**config.mk**
```make
export PLATFORM = sky130hd
export DESIGN_NAME = hci_core_outstanding_gate_flat
export DESIGN_NICKNAME = d
export VERILOG_FILES = /design/src/rtl/hci_core_outstanding_gate.sv /design/src/rtl/hci_core_outstanding_gate_if.sv /design/src/flat_wrapper.sv
export SDC_FILE = /design/constraint.sdc
export NUM_CORES = 1
export LEC_CHECK = 0
export BUFFER_PORTS_ARGS = -buffer_cell sky130_fd_sc_hd__buf_2
export CAP_MARGIN = 20
export CORE_ASPECT_RATIO = 0.5
export CORE_UTILIZATION = 45
export CTS_CLUSTER_SIZE = 25
export DETAILED_ROUTE_END_ITERATION = 8
export PLACE_DENSITY = 0.88
export SETUP_SLACK_MARGIN = 0.15
export SLEW_MARGIN = 20
export SYNTH_ARGS = -nofsm -noshare
export SYNTH_HDL_FRONTEND = slang
export SYNTH_SLANG_ARGS = --single-unit
```
**constraint.sdc**
```tcl
create_clock -name clk_i -period 3.1 [get_ports clk_i]
set_clock_uncertainty 0.2 [all_clocks]
set_input_delay 0.62 -clock clk_i [delete_from_list [all_inputs] [get_ports clk_i]]
set_output_delay 0.62 -clock clk_i [all_outputs]
set_load 0.02 [all_outputs]
```
**src/rtl/hci_core_outstanding_gate.sv**
```systemverilog
// One-entry request slot that caps granted-but-unanswered transactions ahead of the demux.
// Optional response watchdog is enabled by defining HCI_OUTSTANDING_GATE_TIMEOUT_EN.
package hci_package;
    parameter int unsigned DEFAULT_AW = 32;
    parameter int unsigned DEFAULT_DW = 32;
    parameter int unsigned DEFAULT_UW = 1;
endpackage

module hci_core_outstanding_gate #(
    parameter int unsigned AW              = hci_package::DEFAULT_AW,
    parameter int unsigned DW              = hci_package::DEFAULT_DW,
    parameter int unsigned UW              = hci_package::DEFAULT_UW,
    parameter int unsigned MAX_OUTSTANDING = 1,
    parameter int unsigned TIMEOUT_CYCLES  = 256
) (
    input  logic                                 clk_i,
    input  logic                                 rst_i,
    hci_core_intf.target                         target,
    hci_core_intf.initiator                      initiator,
    output logic [$clog2(MAX_OUTSTANDING+1)-1:0] outstanding_o,
    output logic                                 timeout_o
);

    localparam int unsigned CW  = $clog2(MAX_OUTSTANDING + 1);
    localparam int unsigned BEW = DW / 8;
    localparam logic [CW-1:0] CNT_MAX = CW'(MAX_OUTSTANDING);

    if (MAX_OUTSTANDING == 0) begin : g_bad_max
        $error("MAX_OUTSTANDING must be at least 1");
    end
    if (TIMEOUT_CYCLES == 0) begin : g_bad_timeout
        $error("TIMEOUT_CYCLES must be at least 1");
    end

    logic            slot_v_q;
    logic [AW-1:0]   slot_add_q;
    logic            slot_wen_q;
    logic [DW-1:0]   slot_data_q;
    logic [BEW-1:0]  slot_be_q;
    logic [UW-1:0]   slot_user_q;

    logic [CW-1:0]   cnt_q;
    logic [CW-1:0]   cnt_d;
    logic            issue;
    logic            done;
    logic            accept;

    // The slot may refill in the same cycle it drains, giving one request per cycle.
    assign initiator.req  = slot_v_q && (cnt_q < CNT_MAX);
    assign issue          = initiator.req && initiator.gnt;
    assign target.gnt     = !slot_v_q || issue;
    assign accept         = target.req && target.gnt;
    assign done           = initiator.r_valid && initiator.r_ready;

    assign initiator.add  = slot_add_q;
    assign initiator.wen  = slot_wen_q;
    assign initiator.data = slot_data_q;
    assign initiator.be   = slot_be_q;
    assign initiator.user = slot_user_q;

    assign target.r_valid    = initiator.r_valid;
    assign target.r_data     = initiator.r_data;
    assign target.r_user     = initiator.r_user;
    assign target.r_opc      = initiator.r_opc;
    assign initiator.r_ready = target.r_ready;

    // NOTE: registered state uses non-blocking assignments so every flop samples pre-edge values.
    always_ff @(posedge clk_i) begin
        if (rst_i) begin
            slot_v_q    <= 1'b0;
            slot_add_q  <= '0;
            slot_wen_q  <= 1'b0;
            slot_data_q <= '0;
            slot_be_q   <= '0;
            slot_user_q <= '0;
        end else if (accept) begin
            slot_v_q    <= 1'b1;
            slot_add_q  <= target.add;
            slot_wen_q  <= target.wen;
            slot_data_q <= target.data;
            slot_be_q   <= target.be;
            slot_user_q <= target.user;
        end else if (issue) begin
            slot_v_q    <= 1'b0;
        end
    end

    // A response with nothing outstanding belongs to a transaction forgotten by reset.
    always_comb begin
        cnt_d = cnt_q;
        if (issue && !done) begin
            cnt_d = cnt_q + 1'b1;
        end else if (done && !issue && (cnt_q != '0)) begin
            cnt_d = cnt_q - 1'b1;
        end
    end

    always_ff @(posedge clk_i) begin
        if (rst_i) begin
            cnt_q <= '0;
        end else begin
            cnt_q <= cnt_d;
        end
    end

    assign outstanding_o = cnt_q;

`ifdef HCI_OUTSTANDING_GATE_TIMEOUT_EN
    localparam int unsigned TW = $clog2(TIMEOUT_CYCLES + 1);
    localparam logic [TW-1:0] TMR_MAX = TW'(TIMEOUT_CYCLES);

    logic [TW-1:0] tmr_q;
    logic          timeout_q;
    logic          tmr_hit;

    assign tmr_hit = (tmr_q == TMR_MAX);

    always_ff @(posedge clk_i) begin
        if (rst_i) begin
            tmr_q     <= '0;
            timeout_q <= 1'b0;
        end else begin
            if ((cnt_q == '0) || done) begin
                tmr_q <= '0;
            end else if (!tmr_hit) begin
                tmr_q <= tmr_q + 1'b1;
            end
            if (tmr_hit) begin
                timeout_q <= 1'b1;
            end
        end
    end

    // Flag is visible in the very cycle the timer saturates, then held by timeout_q.
    assign timeout_o = timeout_q || tmr_hit;
`else
    assign timeout_o = 1'b0;
`endif

endmodule

```
**src/rtl/hci_core_outstanding_gate_if.sv**
```systemverilog
// HCI core request/response bundle shared by initiators and targets.
// Request fields travel initiator->target, response fields travel target->initiator.
interface hci_core_intf #(
    parameter int unsigned DW = 32,
    parameter int unsigned AW = 32,
    parameter int unsigned BW = 8,
    parameter int unsigned UW = 1
) ();

    logic              req;
    logic              gnt;
    logic [AW-1:0]     add;
    logic              wen;
    logic [DW-1:0]     data;
    logic [DW/BW-1:0]  be;
    logic [UW-1:0]     user;
    logic              r_ready;
    logic [DW-1:0]     r_data;
    logic              r_valid;
    logic [UW-1:0]     r_user;
    logic              r_opc;

    modport initiator (
        output req, add, wen, data, be, user, r_ready,
        input  gnt, r_data, r_valid, r_user, r_opc
    );

    modport target (
        input  req, add, wen, data, be, user, r_ready,
        output gnt, r_data, r_valid, r_user, r_opc
    );

endinterface

```
**src/flat_wrapper.sv**
```systemverilog
// flat-port wrapper written by rule: the top's interface ports become plain ports
module hci_core_outstanding_gate_flat 
#(
    parameter int unsigned AW              = hci_package::DEFAULT_AW,
    parameter int unsigned DW              = hci_package::DEFAULT_DW,
    parameter int unsigned UW              = hci_package::DEFAULT_UW,
    parameter int unsigned MAX_OUTSTANDING = 1,
    parameter int unsigned TIMEOUT_CYCLES  = 256
)
  (clk_i, rst_i, outstanding_o, timeout_o, target_req, target_add, target_wen, target_data, target_be, target_user, target_r_ready, target_gnt, target_r_data, target_r_valid, target_r_user, target_r_opc, initiator_req, initiator_add, initiator_wen, initiator_data, initiator_be, initiator_user, initiator_r_ready, initiator_gnt, initiator_r_data, initiator_r_valid, initiator_r_user, initiator_r_opc);
  hci_core_intf #(.DW(DW), .AW(AW), .BW(8), .UW(UW)) target_i ();
  hci_core_intf #(.DW(DW), .AW(AW), .BW(8), .UW(UW)) initiator_i ();
  input  logic clk_i;
  input  logic rst_i;
  output logic [$clog2(MAX_OUTSTANDING+1)-1:0] outstanding_o;
  output logic timeout_o;
  input wire logic [$bits(target_i.req)-1:0] target_req;
  input wire logic [$bits(target_i.add)-1:0] target_add;
  input wire logic [$bits(target_i.wen)-1:0] target_wen;
  input wire logic [$bits(target_i.data)-1:0] target_data;
  input wire logic [$bits(target_i.be)-1:0] target_be;
  input wire logic [$bits(target_i.user)-1:0] target_user;
  input wire logic [$bits(target_i.r_ready)-1:0] target_r_ready;
  output wire logic [$bits(target_i.gnt)-1:0] target_gnt;
  output wire logic [$bits(target_i.r_data)-1:0] target_r_data;
  output wire logic [$bits(target_i.r_valid)-1:0] target_r_valid;
  output wire logic [$bits(target_i.r_user)-1:0] target_r_user;
  output wire logic [$bits(target_i.r_opc)-1:0] target_r_opc;
  output wire logic [$bits(initiator_i.req)-1:0] initiator_req;
  output wire logic [$bits(initiator_i.add)-1:0] initiator_add;
  output wire logic [$bits(initiator_i.wen)-1:0] initiator_wen;
  output wire logic [$bits(initiator_i.data)-1:0] initiator_data;
  output wire logic [$bits(initiator_i.be)-1:0] initiator_be;
  output wire logic [$bits(initiator_i.user)-1:0] initiator_user;
  output wire logic [$bits(initiator_i.r_ready)-1:0] initiator_r_ready;
  input wire logic [$bits(initiator_i.gnt)-1:0] initiator_gnt;
  input wire logic [$bits(initiator_i.r_data)-1:0] initiator_r_data;
  input wire logic [$bits(initiator_i.r_valid)-1:0] initiator_r_valid;
  input wire logic [$bits(initiator_i.r_user)-1:0] initiator_r_user;
  input wire logic [$bits(initiator_i.r_opc)-1:0] initiator_r_opc;
  assign target_i.req = target_req;
  assign target_i.add = target_add;
  assign target_i.wen = target_wen;
  assign target_i.data = target_data;
  assign target_i.be = target_be;
  assign target_i.user = target_user;
  assign target_i.r_ready = target_r_ready;
  assign target_gnt = target_i.gnt;
  assign target_r_data = target_i.r_data;
  assign target_r_valid = target_i.r_valid;
  assign target_r_user = target_i.r_user;
  assign target_r_opc = target_i.r_opc;
  assign initiator_req = initiator_i.req;
  assign initiator_add = initiator_i.add;
  assign initiator_wen = initiator_i.wen;
  assign initiator_data = initiator_i.data;
  assign initiator_be = initiator_i.be;
  assign initiator_user = initiator_i.user;
  assign initiator_r_ready = initiator_i.r_ready;
  assign initiator_i.gnt = initiator_gnt;
  assign initiator_i.r_data = initiator_r_data;
  assign initiator_i.r_valid = initiator_r_valid;
  assign initiator_i.r_user = initiator_r_user;
  assign initiator_i.r_opc = initiator_r_opc;
  hci_core_outstanding_gate #(.AW(AW), .DW(DW), .UW(UW), .MAX_OUTSTANDING(MAX_OUTSTANDING), .TIMEOUT_CYCLES(TIMEOUT_CYCLES)) u_core (.clk_i(clk_i), .rst_i(rst_i), .target(target_i), .initiator(initiator_i), .outstanding_o(outstanding_o), .timeout_o(timeout_o));
endmodule
```
* After elaboration in Yosys (flattened, before gate mapping)
Cells that the tools add are included.
** Storage, ports and cells
- Flip-flop bits (word level) :: 72
- Bits in latches :: 0
- RAM bits :: 0
- Bits in read-only memories :: 0
- Input bits :: 110
- Output and inout bits :: 110
- Logic and storage cells :: 27
- Memories :: 0
** Cells by class
- Add/sub/neg operators :: 2
- Multipliers :: 0
- Div/mod/pow operators :: 0
- Magnitude comparators :: 1
- Eq/ne operators :: 0
- Shifts and indexed selects :: 0
- Multiplexer cells :: 4
- Bitwise operators :: 0
- Reduce and logical (&&, ||, !) cells :: 13
** Operator list (count)
- 1-bit logical AND :: 7
- 1-bit 2-to-1 mux :: 4
- 2-bit nonzero test :: 2
- 1-bit logical NOT :: 3
- 1-bit adder, second input constant :: 1
- 1-bit logical OR :: 1
- 1-bit < comparator, second input constant :: 1
- 1-bit subtractor, second input constant :: 1

* Longest topological paths before layout
- Depth after elaboration :: 8
- Depth in mapped cells :: 5
- Depth with buffers taken out :: 3

* Worst setup path after synthesis
No wires, ideal clock.
- Kind :: input to output
- From :: input initiator_gnt
- To :: output target_gnt
- Arrival :: 0.838 ns
- Data required time :: 2.280 ns
- Setup slack :: 1.442 ns
- Cell stages on the path :: 2
- Buffers on the path :: 0
- Cell sequence :: nand2b_4 nand2_1
** Between the ends
- Word-level cells in the longest chain between the ends :: 2
** Ends and longest elaborated chain
- start: declaration :: line flat_wrapper.sv:36 : input wire logic [$bits(initiator_i.gnt)-1:0] initiator_gnt;
- 1-bit logical AND :: line hci_core_outstanding_gate.sv:50 : assign issue = initiator.req && initiator.gnt;
- 1-bit logical OR :: line hci_core_outstanding_gate.sv:51 : assign target.gnt = !slot_v_q || issue;
- end: declaration :: line flat_wrapper.sv:24 : output wire logic [$bits(target_i.gnt)-1:0] target_gnt;
Every way passes these cells.

* Worst setup path in the final report
- From :: register u_core.slot_v_q
- To :: output initiator_req
** Between the ends
- Word-level cells in the longest chain between the ends :: 1
** Ends and longest elaborated chain
- start: declaration :: line hci_core_outstanding_gate.sv:35 : logic slot_v_q;
- start signal: assignment :: line hci_core_outstanding_gate.sv:70 : slot_v_q <= 1'b0;
- start signal: assignment :: line hci_core_outstanding_gate.sv:77 : slot_v_q <= 1'b1;
- start signal: assignment :: line hci_core_outstanding_gate.sv:84 : slot_v_q <= 1'b0;
- 1-bit logical AND :: line hci_core_outstanding_gate.sv:49 : assign initiator.req = slot_v_q && (cnt_q < CNT_MAX);
- end: declaration :: line flat_wrapper.sv:29 : output wire logic [$bits(initiator_i.req)-1:0] initiator_req;
Every way passes these cells.

==> impl_metrics.env <==
export IMPL_yosys_area_share_simple=0.253
export IMPL_drtPass1Iterations=4
export IMPL_crit_path_top_delay_cell="dfxtp_1"
export IMPL_crit_buf_inv=1
export IMPL_finalSetupViolations=0
export IMPL_hp_start="u_core.initiator.add[18]$_SDFFE_PP0P_"
export IMPL_grtUsageTotal=0.168
export IMPL_synth_area_leaders="dfxtp_1 (40%), nand2b_1 (24%), mux2i_1 (20%)"
export IMPL_cts_buffers=9
export IMPL_cts_resized=0
export IMPL_clkLatencyLatePin_ns=0.32
export IMPL_synth_cells=351
export IMPL_ys_types=15
export IMPL_min_path_type="register to register"
export IMPL_r2r_start="u_core.outstanding_o$_SDFFE_PP0P_"
export IMPL_min_path_cells=2
export IMPL_finalPower_mw=2.34
export IMPL_arrival_ns=1.06
export IMPL_max_stage_delay_ns=0.42
export IMPL_synth_edf_count=0
export IMPL_synthTopCellsByCount="nand2b_1 (140), dfxtp_1 (72), mux2i_1 (70)"
export IMPL_gp_congestion=0.704
export IMPL_rsz0062_at_grt="no"
export IMPL_worstRegToRegCells=4
export IMPL_synth_most_common_cell="nand2b_1"
export IMPL_drive_gt1_frac=0.367
export IMPL_timing_setup_tns_ns=0
export IMPL_clkTransAtPathRegs_ns=0.05
export IMPL_min_to="u_core.initiator.add[18]$_SDFFE_PP0P_"
export IMPL_vias=2530
export IMPL_vias_per_cell=4.47
export IMPL_antenna_found_initial=0
export IMPL_cts_hold_buffers=0
export IMPL_grtUsageMet2=0.328
export IMPL_synth_compound_area_share=0.0101
export IMPL_routed_wl_mm=6.99
export IMPL_avgRoutedWirePerCell_um=12.4
export IMPL_die_area_sq_mm=0.00835
export IMPL_status="complete, no violations"
export IMPL_final_util=0.572
export IMPL_p_leak_nw=2.09
export IMPL_ant_nets=0
export IMPL_synth_warnings=0
export IMPL_initial_core_util=0.477
export IMPL_final_period_utilization=0.607
export IMPL_core_area_sq_mm=0.00751
export IMPL_num_nets_final=565
export IMPL_cts_root_buf="clkbuf_16"
export IMPL_fp_dieH_um=65.1
export IMPL_yosys_register_bits=72
export IMPL_cp_end_kind="output pin"
export IMPL_synth_xor_area_share=0
export IMPL_cts_tree="yes"
export IMPL_synth_top_area_share=0.402
export IMPL_cts_setup_buffers=0
export IMPL_synth_ff_type="dfxtp_1"
export IMPL_io_buffers=150
export IMPL_drv_slew=0
export IMPL_drc=0
export IMPL_startpoint_type="register"
export IMPL_io_pins=220
export IMPL_muxShareOfSynthArea=0.196
export IMPL_required_ns=2.28
export IMPL_power_per_cell_area_mw_per_mm2=546
export IMPL_fin_hold_ws_ns=0.265
export IMPL_cts_num_sinks=72
export IMPL_gr_usage_met1=0.164
export IMPL_crit_family="flip-flops"
export IMPL_cap_violations=0
export IMPL_layout_min_cycle_time_ns=1.88
export IMPL_ys_async_sr_fraction=0
export IMPL_hpwl_mm=4.90
export IMPL_crit_fanout=5
export IMPL_h_tree_depth=3
export IMPL_synth_fa_ha_area_frac=0
export IMPL_clockBufferDepth=2
export IMPL_fmax_mhz=531
export IMPL_synthToLayoutAreaGrowth_pct=19.9
export IMPL_drtIter0Drc=129
export IMPL_grt_pass1_vias=2443
export IMPL_grt_use_met3=0.0546
export IMPL_peakVddDrop_mv=0.333
export IMPL_gr_max_usage_layer="met2"
export IMPL_synth_top_family_by_area="simple AND/OR/NAND/NOR gates"
export IMPL_grt_max_degree=143
export IMPL_grt_pass1_wl_mm=10.9
export IMPL_crit_chain="and2b_2 > buf_2"
export IMPL_path_class="register to output pin"
export IMPL_yosys_area_top_type="dfxtp_1"
export IMPL_n_antenna_cell=0
export IMPL_gr_total_overflow=0
export IMPL_syn_area_sq_mm=0.00358
export IMPL_die_width_um=128
export IMPL_r2r_slack_ns=1.53
export IMPL_yosysSeqAreaShare=0.402
export IMPL_synth_nets=461
export IMPL_rows=22
export IMPL_hold_viol_final=0
export IMPL_syn_avg_cell_area_sq_um=10.2
export IMPL_r2r_end="u_core.initiator.add[10]$_SDFFE_PP0P_"
==> power breakdown <==
part | switching [mW] | internal (mW)
Clock | 0.346 | 0.598
Sequential | 0.0314 | 0.990
Combinational | 0.205 | 0.173
==> routing by layer <==
| metal | vias to the layer above | share of wire |
|---|---|---|
| met2 | 76 | 0.54 |
| met1 | 1150 | 0.39 |
| met4 | 0 | 0.019 |
| met3 | 20 | 0.058 |
| li1 | 1284 | - |
| met5 | - | 0 |
==> metrics by stage <==
step	area, sq um	cells	setup slack, ns
global route	4300	566	1.17
CTS	4300	566	1.20
floorplan	3580	351	1.44
detailed placement	4020	552	1.19
global placement	4020	552	1.25
finish	4300	566	1.22
==> cells by family after synthesis <==
family,after synthesis
AND/OR/NAND/NOR,144
flip-flops,72
multiplexers,70
buffers and inverters,60
AO/OA/AOI/OAI,4
other,1
==> flip-flops by register name, summed over array words and instances (netlist names) <==
register               flops
u_core.slot_v_q            1
u_core.initiator.add      32
u_core.outstanding_o       1
u_core.initiator.data     32
u_core.initiator.user      1
u_core.initiator.wen       1
u_core.initiator.be        4
==> worst register-to-register path: stages (launching register included) <==
cell      delay (ns)
dfxtp_1         0.32
nand2b_4        0.16
a21boi_4        0.20
buf_12          0.34
mux2i_1         0.27
==> layout make-up <==
type,instances,area [sq um]
Clock buffer,14,274
Fill cell,671,3220
Multi-Input combinational cell,219,1650
Sequential cell,72,1440
Tap cell,108,135
Timing Repair Buffer,153,798
==> cells in the final DEF (no fill, tap or decap), drive strengths merged <==
master  Yosys  routed
nand2       1       1
conb        1       1
dfxtp      72      72
nand2b    141     141
nor2        1       1
mux2i      70      70
a211oi      1       1
clkbuf     14      14
and2b       1       1
a21oi       2       2
buf        46     153
a21boi      1       1
==> worst max-delay path by stage <==
stage                                      start                                     end  cells past startpoint
finish              u_core.slot_v_q$_SDFFE_PP0P_                           initiator_req                      2
global route        u_core.slot_v_q$_SDFFE_PP0P_                           initiator_req                      2
CTS                 u_core.slot_v_q$_SDFFE_PP0P_                           initiator_req                      2
detailed placement                 initiator_gnt   u_core.initiator.add[10]$_SDFFE_PP0P_                      5
global placement                   initiator_gnt  u_core.initiator.data[13]$_SDFFE_PP0P_                      5
floorplan                          initiator_gnt                              target_gnt                      2
No activity file was read; power rests on OpenSTA's default activity.
